`config.mk`:
```
export PLATFORM = sky130hd
export DESIGN_NAME = turn_signal_conditioner
export DESIGN_NICKNAME = d
export VERILOG_FILES = /design/src/rtl/turn_signal_conditioner.sv
export SDC_FILE = /design/constraint.sdc
export NUM_CORES = 1
export LEC_CHECK = 0
export ABC_AREA = 1
export ABC_CLOCK_PERIOD_IN_PS = 1300
export CAP_MARGIN = 30
export CORE_MARGIN = 1.5
export CORE_UTILIZATION = 51
export CTS_CLUSTER_DIAMETER = 120
export DETAILED_ROUTE_END_ITERATION = 8
export PLACE_DENSITY = 0.74
export RECOVER_POWER = 25
export SETUP_SLACK_MARGIN = 0.5
export SYNTH_ARGS = -nofsm -noshare
export SYNTH_HDL_FRONTEND = slang
export SYNTH_SLANG_ARGS = --single-unit
```
`constraint.sdc`:
```
create_clock -name clk -period 1.3 [get_ports clk]
set_input_delay 0.195 -clock clk [delete_from_list [all_inputs] [get_ports clk]]
set_output_delay 0.195 -clock clk [all_outputs]
set_load 0.02 [all_outputs]
```
`src/rtl/turn_signal_conditioner.sv`:
```
// Turn signal conditioner: synchronizes and debounces the raw left/right turn
// switches, latches a request (left, right or hazard) and paces a downstream
// tail-light sequencer with periodic step pulses until it reports completion.
// A watchdog aborts a sequence that never completes.
//
// Ports:
//   clk        single clock, rising edge
//   reset      synchronous active-high reset
//   left_raw   raw left switch (asynchronous, may bounce)
//   right_raw  raw right switch (asynchronous, may bounce)
//   seq_done   one-cycle pulse from the sequencer when it returns to off
//   left       latched left request
//   right      latched right request (left & right = hazard)
//   step       one-cycle advance pulse for the sequencer
//   busy       high while a sequence is in progress
//   fault      one-cycle pulse when the watchdog expires
//
// States:
//   IDLE   | no sequence; waiting for a debounced request
//   ACTIVE | request latched; prescaler generating steps until done/watchdog
module turn_signal_conditioner #(
  parameter int DB_COUNT  = 4,
  parameter int TICK_DIV  = 8,
  parameter int MAX_STEPS = 16
) (
  input  logic clk,
  input  logic reset,
  input  logic left_raw,
  input  logic right_raw,
  input  logic seq_done,
  output logic left,
  output logic right,
  output logic step,
  output logic busy,
  output logic fault
);

  localparam int DBW = (DB_COUNT > 1) ? $clog2(DB_COUNT) : 1;
  localparam int PSW = $clog2(TICK_DIV);
  localparam int SCW = (MAX_STEPS > 1) ? $clog2(MAX_STEPS) : 1;

  localparam logic [DBW-1:0] DB_LAST = DBW'(DB_COUNT - 1);
  localparam logic [PSW-1:0] PS_LAST = PSW'(TICK_DIV - 1);
  localparam logic [SCW-1:0] SC_LAST = SCW'(MAX_STEPS - 1);

  typedef enum logic {IDLE, ACTIVE} state_t;

  // Bit 0 = left channel, bit 1 = right channel.
  logic [1:0]          sync1;
  logic [1:0]          sync2;
  logic [1:0]          db;
  logic [1:0][DBW-1:0] db_cnt;

  state_t         state, state_nxt;
  logic [PSW-1:0] presc, presc_nxt;
  logic [SCW-1:0] scnt, scnt_nxt;
  logic           left_nxt, right_nxt, fault_nxt;

  // Synchronizers and per-channel debounce. A changed value must be seen for
  // DB_COUNT consecutive edges; any reversion clears the run.
  always_ff @(posedge clk) begin
    if (reset) begin
      sync1  <= '0;
      sync2  <= '0;
      db     <= '0;
      db_cnt <= '0;
    end else begin
      sync1 <= {right_raw, left_raw};
      sync2 <= sync1;
      for (int i = 0; i < 2; i++) begin
        if (sync2[i] == db[i]) begin
          db_cnt[i] <= '0;
        end else if (db_cnt[i] == DB_LAST) begin
          db[i]     <= sync2[i];
          db_cnt[i] <= '0;
        end else begin
          db_cnt[i] <= db_cnt[i] + DBW'(1);
        end
      end
    end
  end

  always_ff @(posedge clk) begin
    if (reset) begin
      state <= IDLE;
      presc <= '0;
      scnt  <= '0;
      left  <= 1'b0;
      right <= 1'b0;
      fault <= 1'b0;
    end else begin
      state <= state_nxt;
      presc <= presc_nxt;
      scnt  <= scnt_nxt;
      left  <= left_nxt;
      right <= right_nxt;
      fault <= fault_nxt;
    end
  end

  always_comb begin
    state_nxt = state;
    presc_nxt = '0;
    scnt_nxt  = '0;
    left_nxt  = 1'b0;
    right_nxt = 1'b0;
    fault_nxt = 1'b0;
    step      = 1'b0;
    busy      = 1'b0;
    case (state)
      IDLE: begin
        // seq_done is meaningless here and deliberately not looked at.
        if (db[0] | db[1]) begin
          state_nxt = ACTIVE;
          left_nxt  = db[0];
          right_nxt = db[1];
        end
      end
      ACTIVE: begin
        busy      = 1'b1;
        step      = (presc == PS_LAST);
        left_nxt  = left;
        right_nxt = right;
        presc_nxt = step ? '0 : presc + PSW'(1);
        scnt_nxt  = scnt;
        // Completion wins over a coincident watchdog expiry. Both exits clear
        // the step counter before its increment could wrap.
        if (seq_done) begin
          state_nxt = IDLE;
          left_nxt  = 1'b0;
          right_nxt = 1'b0;
          presc_nxt = '0;
          scnt_nxt  = '0;
        end else if (step && (scnt == SC_LAST)) begin
          state_nxt = IDLE;
          left_nxt  = 1'b0;
          right_nxt = 1'b0;
          presc_nxt = '0;
          scnt_nxt  = '0;
          fault_nxt = 1'b1;
        end else if (step) begin
          scnt_nxt = scnt + SCW'(1);
        end
      end
      default: state_nxt = IDLE;
    endcase
  end

endmodule

```
==> qor.yml, run 1 <==
synthesis:
  synth_edf_count: 0
  post_synth.cell_area_avg_um2: 8.32
  yosys-top-cells-area: "dfxtp_1 51%, nor2_1 8.7%, ha_1 7.6%"
  synth-seq-cells: 21
  synth_top_area_cell: "dfxtp_1"
  synth.net_count: 109
  synth_cells: 99
  yosysMostFrequentCell: "dfxtp_1"
  synth_commonest_cells: "21 x dfxtp_1, 19 x nor2_1, 16 x inv_1"
  synth_ff_type: "dfxtp_1"
  synth_area_um2: 823
  synth_top_area_frac: 0.511
  async_flop_share: 0
  seq_area_frac_synth: 0.511
  yosysWarnings: 0
  ys_types: 16
pwr:
  power_mw: 0.997
  vdd_ir_drop_max_mv: 0.572
  p_leak_nw: 0.443
  powerDensity_mw_per_mm2: 895
timing:
  layout_setup_ws_ns: -0.0574
  fin_crit_sh: 1.04
  holdWs_ns: 0.367
  slew_violations: 0
  min_period_ns: 1.36
  worst_pin_slew_ns: 0.248
  fin_setup_tns_ns: -0.187
  fmax_mhz: 737
  clock_skew_ns: 0.00414
  max-slew-margin-rel: 0.834
  hold_violations: 0
  rsz0062_at_grt: "yes"
  finalSetupViolCount: 5
detailed_routing:
  post_drt_wl_per_cell_um: 9.50
  vias: 632
  drc_errors: 0
  drt_pre_antenna_iters: 4
  drt_first_iter_violations: 5
  wl_um: 1250
  ant_nets: 0
  vias_per_cell: 4.79
setup_path:
  worstSetupEndpointType: "output pin"
  worst-path-max-fanout: 2
  worstPathRequired_ns: 1.11
  start_kind: "flop"
  cp_data_arrival_time_ns: 1.16
  crit_type: "flop to output pin"
layout:
  drive_gt1_frac: 0.440
  final_util: 0.739
  insertedDiodeCount: 0
  area_delta_synth_final_pct: 35.3
  num-fill-cells: 126
  final_nets: 127
job:
  drv_cap: 0
clock_tree:
  cts-root-buf: "clkbuf_4"
  insertion_delay_ns: 0.30
  cts_htree_levels: 1
  cts_tree: "yes"
  clockBufferDepth: 2
  numCtsBuffers: 3
  clkTransAtPathRegs_ns: 0.11
  cts_hold_buffers: 0
  clkSinkCount: 21
grt:
  grt_pass1_wl_um: 2150
  grt_max_degree: 13
  grt-ovfl-total: 0
  grt_util_all_layers: 0.155
  grt_pass1_vias: 577
  antenna_found_initial: 0
floorplanning:
  placementRows: 14
  die_area_mm2: 0.00186
  pin_count: 10
  die-height_um: 43.2
  die_w_um: 43.2
  coreArea_mm2: 0.00151
  initial_utilization: 0.547
place:
  gp_congestion: 0.760
  pre_cts_ws_ns: -0.152
  port_buffers: 9
  dp_hpwl_um: 928
status:
  failed_checks: "negative setup slack"
  status: "finished with violations"
min_path:
  hold_class: "input pin to flop"
## report_power, final
| part | switching (mW) | total (mW) | internal [mW] |
|---|---|---|---|
| Combinational | 0.0192 | 0.0393 | 0.0201 |
| Clock | 0.188 | 0.303 | 0.115 |
| Sequential | 0.00432 | 0.655 | 0.651 |
| Total | 0.212 | 0.997 | 0.786 |
## cell type report
type	instances	area (um2)	area share
Clock buffer	3	22.5	0.0202
Clock inverter	1	5.00	0.00449
Inverter	16	60.1	0.0539
Multi-Input combinational cell	60	427	0.383
Sequential cell	21	435	0.391
Tap cell	16	20.0	0.0180
Timing Repair Buffer	15	144	0.129
## critical path, stage by stage (launching register included)
cell	delay [ns]
dfxtp_2	0.35
ha_4	0.16
ha_4	0.15
nand2_2	0.05
inv_2	0.03
buf_6	0.12
## layout by cell type, fill, tap and decap left out
cell type,count
dfxtp_1,9
buf_4,3
inv_2,2
o21ai_2,3
clkbuf_4,3
o21ai_0,2
clkbuf_1,1
nor2_4,1
xnor2_1,1
a21oi_2,4
nand2_4,1
nor2_2,5
ha_1,1
clkinv_2,1
nand4_1,1
nand2_1,10
nor3_4,1
nor2_1,13
ha_4,4
dlygate4sd2_1,1
or2_0,1
nand3_1,4
clkdlybuf4s50_1,3
inv_1,14
dfxtp_2,12
buf_6,7
a21oi_1,4
nand2_2,4
## logic make-up after synthesis
kind of cell	synth area share
AOI/OAI and AO/OA	0.0927
xor gates and xnor gates	0.0106
adders and majority gates	0.0760
buffers and inverters	0.0927
DFF	0.511
and+or+nand+nor	0.217
## state kept, by name, summed over array words and instances, names as in the netlist
signal / cells
sync2: 2
fault: 1
scnt: 4
left: 1
db: 2
sync1: 2
right: 1
presc: 3
db_cnt: 4
state: 1
## routing by layer
layer,up-vias,track usage,wire length [um]
met2,11,0.260,575
met1,279,0.179,616
met5,-,0,0
met3,2,0.0298,43
li1,340,-,-
met4,0,0.0909,18
## stage by stage
stage	cell area, um2	cells
global route	1110	132
finish	1110	132
floorplan	858	99
global placement	968	125
CTS	1070	131
detailed placement	968	125
## final timing paths
path	depth (start not counted)	end	start	slack (ns)
max	5	step	presc[0]	-0.06
min	4	fault	reset	0.37
max reg2reg	7	scnt[2]	presc[0]	-0.03
min reg2reg	2	sync2[1]	sync1[1]	0.41
## repair_timing
action,in CTS,in global routing
endpoints found under the hold margin,0,0
pin swaps,12,11
setup endpoints to repair,22,22
gates resized for setup,53,12
setup buffers,2,1
No activity file was read; power rests on OpenSTA's default activity.
==> run 2: changes to the inputs <==
Settings changed: SKIP_LAST_GASP from default to 1.
==> run 2 against run 1 <==
The run still ends with negative setup slack left. Global-route usage stayed put. Final cell count did not move. Register-to-register slack hardly changed. Clock skew increased by 0.00056 ns. Via count is 0.16% higher. Die area unchanged. Wire length about the same. Final area is 0.34% lower. Critical path depth unchanged. Worst hold slack hardly changed. Sequential power about the same. Fmax hardly changed. Largest cell class unchanged.
==> qor.yml, run 2 (synthesis results as in run 1) <==
layout:
  final_common_cell: "inv_1"
  area_delta_synth_final_pct: 34.8
  top_regs: "db_cnt x4, scnt x4, presc x3"
  layout_common_cells: "14 x inv_1, 13 x nor2_1, 12 x dfxtp_2, 10 x nand2_1, 9 x dfxtp_1"
  final_util: 0.737  # -0.00249
  drive_gt1_frac: 0.431  # -0.00862
  regArea_um2: 435  # unchanged
  num-fill-cells: 128  # +1.6%
  insertedDiodeCount: 0  # unchanged
  multi_input_area_um2: 423  # -0.88%
  final_nets: 127  # unchanged
  final_cells: 132  # unchanged
  fin_area_mm2: 0.00111  # -0.34%
setup_path:
  crit_type: "flop to output pin"
  worstSetupEndpointType: "output pin"
  ff2ff_setup_slack_ns: -0.03  # about the same
  r2r_start: "presc[0]"
  worst-path-buf-inv: 2  # unchanged
  crit_path_frequent_cell: "ha_4"
  worst-path-max-fanout: 2  # unchanged
  crit_chain: "ha_4 -> ha_4 -> nand2_2 -> inv_2 -> buf_6"
  reg2reg_depth: 7  # unchanged
  worstPathRequired_ns: 1.11  # about the same
  timing.rr.end: "scnt[2]"
  crit_family: "flip-flops"
  crit_path_max_incr_delay_ns: 0.35  # about the same
  cpMaxStageDelayCell: "dfxtp_2"
  start_kind: "flop"
  cp_data_arrival_time_ns: 1.16  # about the same
clock_tree:
  cts_htree_levels: 1  # unchanged
  insertion_delay_ns: 0.30  # about the same
  clkSinkCount: 21  # unchanged
  cts_tree: "yes"
  clkTransAtPathRegs_ns: 0.11  # about the same
  cts-root-buf: "clkbuf_4"
  clockBufferDepth: 2  # unchanged
  cts_hold_buffers: 0  # unchanged
  numCtsBuffers: 3  # unchanged
timing:
  holdWs_ns: 0.367  # +0.0000660 ns
  min_period_ns: 1.36  # -0.000856 ns
  hold_violations: 0  # unchanged
  fmax_mhz: 737  # about the same
  worst_pin_slew_ns: 0.248  # unchanged
  fin_crit_sh: 1.04  # about the same
  max-slew-margin-rel: 0.834  # unchanged
  finalSetupViolCount: 5  # unchanged
  clock_skew_ns: 0.00470  # +0.000561 ns
  fin_setup_tns_ns: -0.182  # +0.00423 ns
  slew_violations: 0  # unchanged
  rsz0062_at_grt: "yes"
  layout_setup_ws_ns: -0.0565  # +0.000856 ns
pwr:
  comb_power_share: 0.039  # about the same
  clock_power_share: 0.303  # about the same
  vdd_ir_drop_max_mv: 0.570  # -0.34%
  switching_share: 0.212  # -0.000609
  power.internal_mw: 0.786  # about the same
  seqPwrFrac: 0.658  # about the same
  switching_power_mw: 0.211  # -0.37%
  powerDensity_mw_per_mm2: 898  # +0.26%
  p_leak_nw: 0.444  # +0.13%
detailed_routing:
  vias_per_cell: 4.80  # +0.16%
  ant_nets: 0  # unchanged
  drt_pre_antenna_iters: 4  # unchanged
  drc_errors: 0  # unchanged
  drt_first_iter_violations: 8  # +3
  vias: 633  # +0.16%
  post_drt_wl_per_cell_um: 9.51  # about the same
  wl_um: 1260  # about the same
grt:
  grt_max_degree: 13  # unchanged
  grt-ovfl-total: 0  # unchanged
  antenna_found_initial: 0  # unchanged
  grt_pass1_wl_um: 2150  # unchanged
  grt_util_all_layers: 0.155  # unchanged
  grt_pass1_vias: 577  # unchanged
place:
  dpl_cell_area_um2: 968  # unchanged
  port_buffers: 9  # unchanged
  dp_hpwl_um: 928  # unchanged
  dpl.cell_count: 125  # unchanged
  gp_congestion: 0.760  # unchanged
job:
  drv_cap: 0  # unchanged
floorplanning:
  pin_count: 10  # unchanged
  placementRows: 14  # unchanged
  die_w_um: 43.2  # unchanged
  initial_utilization: 0.547  # unchanged
  coreArea_mm2: 0.00151  # unchanged
  die-height_um: 43.2  # unchanged
  die_area_mm2: 0.00186  # unchanged
min_path:
  worstHoldEndpoint: "fault"
  min_from: "reset"
  hold_path_depth: 4  # unchanged
  hold_class: "input pin to flop"
status:
  status: "finished with violations"
  failed_checks: "negative setup slack"
==> run 2: routing by layer <==
metal / part of all wire / GRT usage / vias up / wire (um)
met3: 0.041 / 0.0298 / 2 / 52
met1: 0.49 / 0.179 / 277 / 609
met2: 0.46 / 0.260 / 14 / 575
met4: 0.014 / 0.0909 / 0 / 18
li1: - / - / 340 / -
met5: 0 / 0 / - / 0
==> run 2: repair_timing <==
action,4_1_cts,5_1_grt
endpoints found under the setup margin,22,22
setup buffers,2,1
resized for setup,51,13
gates cloned,0,0
pin swaps,12,11
==> run 2: final cells by class <==
| cell class | instances | share of cell area |
|---|---|---|
| Sequential cell | 21 | 0.392 |
| Multi-Input combinational cell | 60 | 0.381 |
| Timing Repair Buffer | 15 | 0.130 |
| Inverter | 16 | 0.0541 |
| Clock buffer | 3 | 0.0203 |
| Tap cell | 16 | 0.0180 |
| Clock inverter | 1 | 0.00451 |
==> run 2: worst max-delay path by stage <==
stage,start,endpoint,slack (ns),depth (start not counted)
floorplan,presc[0],scnt[1],0.19,6
global route,presc[0],scnt[1],-0.13,7
finish,presc[0],step,-0.06,5
global placement,presc[0],step,-0.13,5
detailed placement,presc[0],step,-0.15,5
CTS,presc[0],step,-0.06,5
==> run 2: worst min-delay path, cell delays in order <==
cell	delay [ns]
dlygate4sd2_1	0.28
nor3_4	0.08
inv_1	0.05
nor2_1	0.03
==> run 2: stage by stage <==
step                total power [mW]  worst slack, ns
finish                         0.996          -0.0565
global route                    1.04           -0.134
CTS                             1.01          -0.0607
detailed placement             0.706           -0.152
global placement               0.705           -0.131
floorplan                      0.687            0.192
==> run 2: power groups by stage <==
stage | combinational [mW] | sequential [mW] | clock [mW]
detailed placement | 0.0370 | 0.669 | 0
floorplan | 0.0192 | 0.668 | 0
global route | 0.0447 | 0.656 | 0.335
finish | 0.0392 | 0.655 | 0.302
CTS | 0.0381 | 0.655 | 0.321
global placement | 0.0362 | 0.669 | 0
==> run 3: changes to the inputs <==
Settings changed: CORE_UTILIZATION 51 to 30, PLACE_DENSITY 0.74 to default, SKIP_CTS_REPAIR_TIMING from default to 1.
==> run 3 against run 2 <==
Sequential power hardly changed. Sequential share of layout area is 1.1 points higher. Worst setup slack worse by 0.0083 ns. Power is 1.1% higher. Wire length is 3.4% higher. Final area is 3.4% lower. Clock power is 5% higher. Fmax is 0.61% lower. Largest power group unchanged. Worst hold slack worse by 0.17 ns. The run still ends with negative setup slack left. Die area is 65% higher. Clock-buffer cell count stayed put. Utilization is 32 points lower.
==> qor.yml, run 3 (synthesis results as in run 1) <==
status:
  status: "finished with violations"
  failed_checks: "negative setup slack"
timing:
  clock_skew_ns: 0.00457  # -0.000140 ns
  min_period_ns: 1.36  # +0.00831 ns
  max-slew-margin-rel: 0.824  # -0.00981
  finalSetupViolCount: 1  # -4
  hold_violations: 0  # unchanged
  fmax_mhz: 733  # -0.61%
  fin_setup_tns_ns: -0.0648  # +0.118 ns
  rsz0062_at_grt: "yes"
  layout_setup_ws_ns: -0.0648  # -0.00831 ns
  worst_pin_slew_ns: 0.263  # +0.0147 ns
  holdWs_ns: 0.200  # -0.167 ns
  slew_violations: 0  # unchanged
  fin_crit_sh: 1.05  # +0.00639
floorplanning:
  die_w_um: 55.4  # +28%
  coreArea_mm2: 0.00254  # +69%
  initial_utilization: 0.324  # -0.223
  placementRows: 18  # +4
  die-height_um: 55.4  # +28%
  pin_count: 10  # unchanged
  die_area_mm2: 0.00307  # +65%
clock_tree:
  clockBufferDepth: 2  # unchanged
  cts_htree_levels: 1  # unchanged
  clkSinkCount: 21  # unchanged
  cts-root-buf: "clkbuf_4"
  insertion_delay_ns: 0.31  # about the same
  cts_tree: "yes"
  numCtsBuffers: 3  # unchanged
  clkTransAtPathRegs_ns: 0.12  # about the same
setup_path:
  cpMaxStageDelayCell: "dfxtp_2"
  worst-path-max-fanout: 2  # unchanged
  timing.rr.end: "scnt[0]"
  cp_data_arrival_time_ns: 1.17  # about the same
  crit_path_frequent_cell: "ha_4"
  ff2ff_setup_slack_ns: 0.04  # +0.07 ns
  crit_path_max_incr_delay_ns: 0.35  # about the same
  worstPathRequired_ns: 1.11  # about the same
  reg2reg_depth: 6  # -1
  crit_type: "flop to output pin"
  start_kind: "flop"
  worstSetupEndpointType: "output pin"
  crit_chain: "ha_4 -> ha_4 -> nand2_2 -> inv_2 -> buf_6"
  r2r_start: "presc[0]"
pwr:
  switching_power_mw: 0.221  # +4.9%
  powerDensity_mw_per_mm2: 939  # +4.6%
  seqPwrFrac: 0.651  # -0.007
  vdd_ir_drop_max_mv: 0.772  # +36%
  power_mw: 1.01  # +1.1%
  power.internal_mw: 0.786  # about the same
  switching_share: 0.220  # +0.00807
  p_leak_nw: 0.424  # -4.5%
  comb_power_share: 0.034  # -0.005
  clock_power_share: 0.315  # +0.012
place:
  dpl.cell_count: 138  # +10%
  port_buffers: 9  # unchanged
  dp_hpwl_um: 985  # +6.2%
  gp_congestion: 0.642  # -16%
  pre_cts_ws_ns: -0.156  # -0.00484 ns
  dpl_cell_area_um2: 978  # +1.0%
layout:
  layout_common_cells: "17 x nor2_1, 14 x inv_1, 11 x nand2_1, 11 x dfxtp_1, 10 x dfxtp_2"
  insertedDiodeCount: 0  # unchanged
  final_cells: 142  # +7.6%
  drive_gt1_frac: 0.339  # -0.0917
  top_regs: "db_cnt x4, scnt x4, presc x3"
  area_delta_synth_final_pct: 30.2
  final_common_cell: "nor2_1"
  num-fill-cells: 270  # +110%
  fin_area_mm2: 0.00107  # -3.4%
  final_util: 0.421  # -0.315
  final_nets: 123  # -3.1%
grt:
  antenna_found_initial: 0  # unchanged
  grt_pass1_vias: 519  # -10%
  grt-ovfl-total: 0  # unchanged
  grt_util_all_layers: 0.0886  # -0.0660
  grt_pass1_wl_um: 2100  # -2.2%
  grt_max_degree: 14  # +1
detailed_routing:
  vias: 609  # -3.8%
  ant_nets: 0  # unchanged
  drt_first_iter_violations: 5  # -3
  drc_errors: 0  # unchanged
  vias_per_cell: 4.29  # -11%
  post_drt_wl_per_cell_um: 9.14  # -3.9%
  drt_pre_antenna_iters: 4  # unchanged
  wl_um: 1300  # +3.4%
min_path:
  worstHoldEndpoint: "state"
  hold_class: "input pin to flop"
  hold_path_depth: 2  # -2
  min_from: "reset"
job:
  drv_cap: 0  # unchanged
[run 3: power groups by stage]
stage | registers, mW | logic (mW) | clock network [mW]
floorplan | 0.668 | 0.0192 | 0
global placement | 0.669 | 0.0342 | 0
detailed placement | 0.669 | 0.0351 | 0
CTS | 0.655 | 0.0351 | 0.327
global route | 0.657 | 0.0392 | 0.363
finish | 0.656 | 0.0345 | 0.317
[run 3: per-layer routing]
| metal | vias to the layer above | GRT usage | part of all wire |
|---|---|---|---|
| li1 | 335 | - | - |
| met1 | 262 | 0.0961 | 0.45 |
| met2 | 10 | 0.145 | 0.49 |
| met3 | 2 | 0.0492 | 0.049 |
| met4 | 0 | 0.0314 | 0.0077 |
| met5 | - | 0 | 0 |
[run 3: critical path, delay by kind of cell (launching register included)]
kind,cells,cell delay (ns)
fa+ha+maj,2,0.31
simple gates,1,0.05
flops,1,0.35
buf+inv,2,0.15
[run 3: layout make-up]
type                    instances  area [um2]  area share
flip-flops and latches         21         433       0.404
multi-input cells              60         398       0.371
repair buffers                 11         114       0.106
inverters                      16        60.1      0.0560
well taps                      30        37.5      0.0350
clock buffers                   3        22.5      0.0210
clock inverters                 1        7.51     0.00700
[run 3: worst max-delay path by stage]
| stage | start | endpoint | slack, ns | cells past startpoint |
|---|---|---|---|---|
| after floorplan | presc[0] | scnt[1] | 0.19 | 6 |
| after global placement | presc[0] | step | -0.13 | 5 |
| after detailed placement | presc[1] | step | -0.16 | 5 |
| after CTS | presc[1] | step | -0.51 | 5 |
| after global routing | presc[0] | step | -0.12 | 5 |
| final | presc[0] | step | -0.06 | 5 |
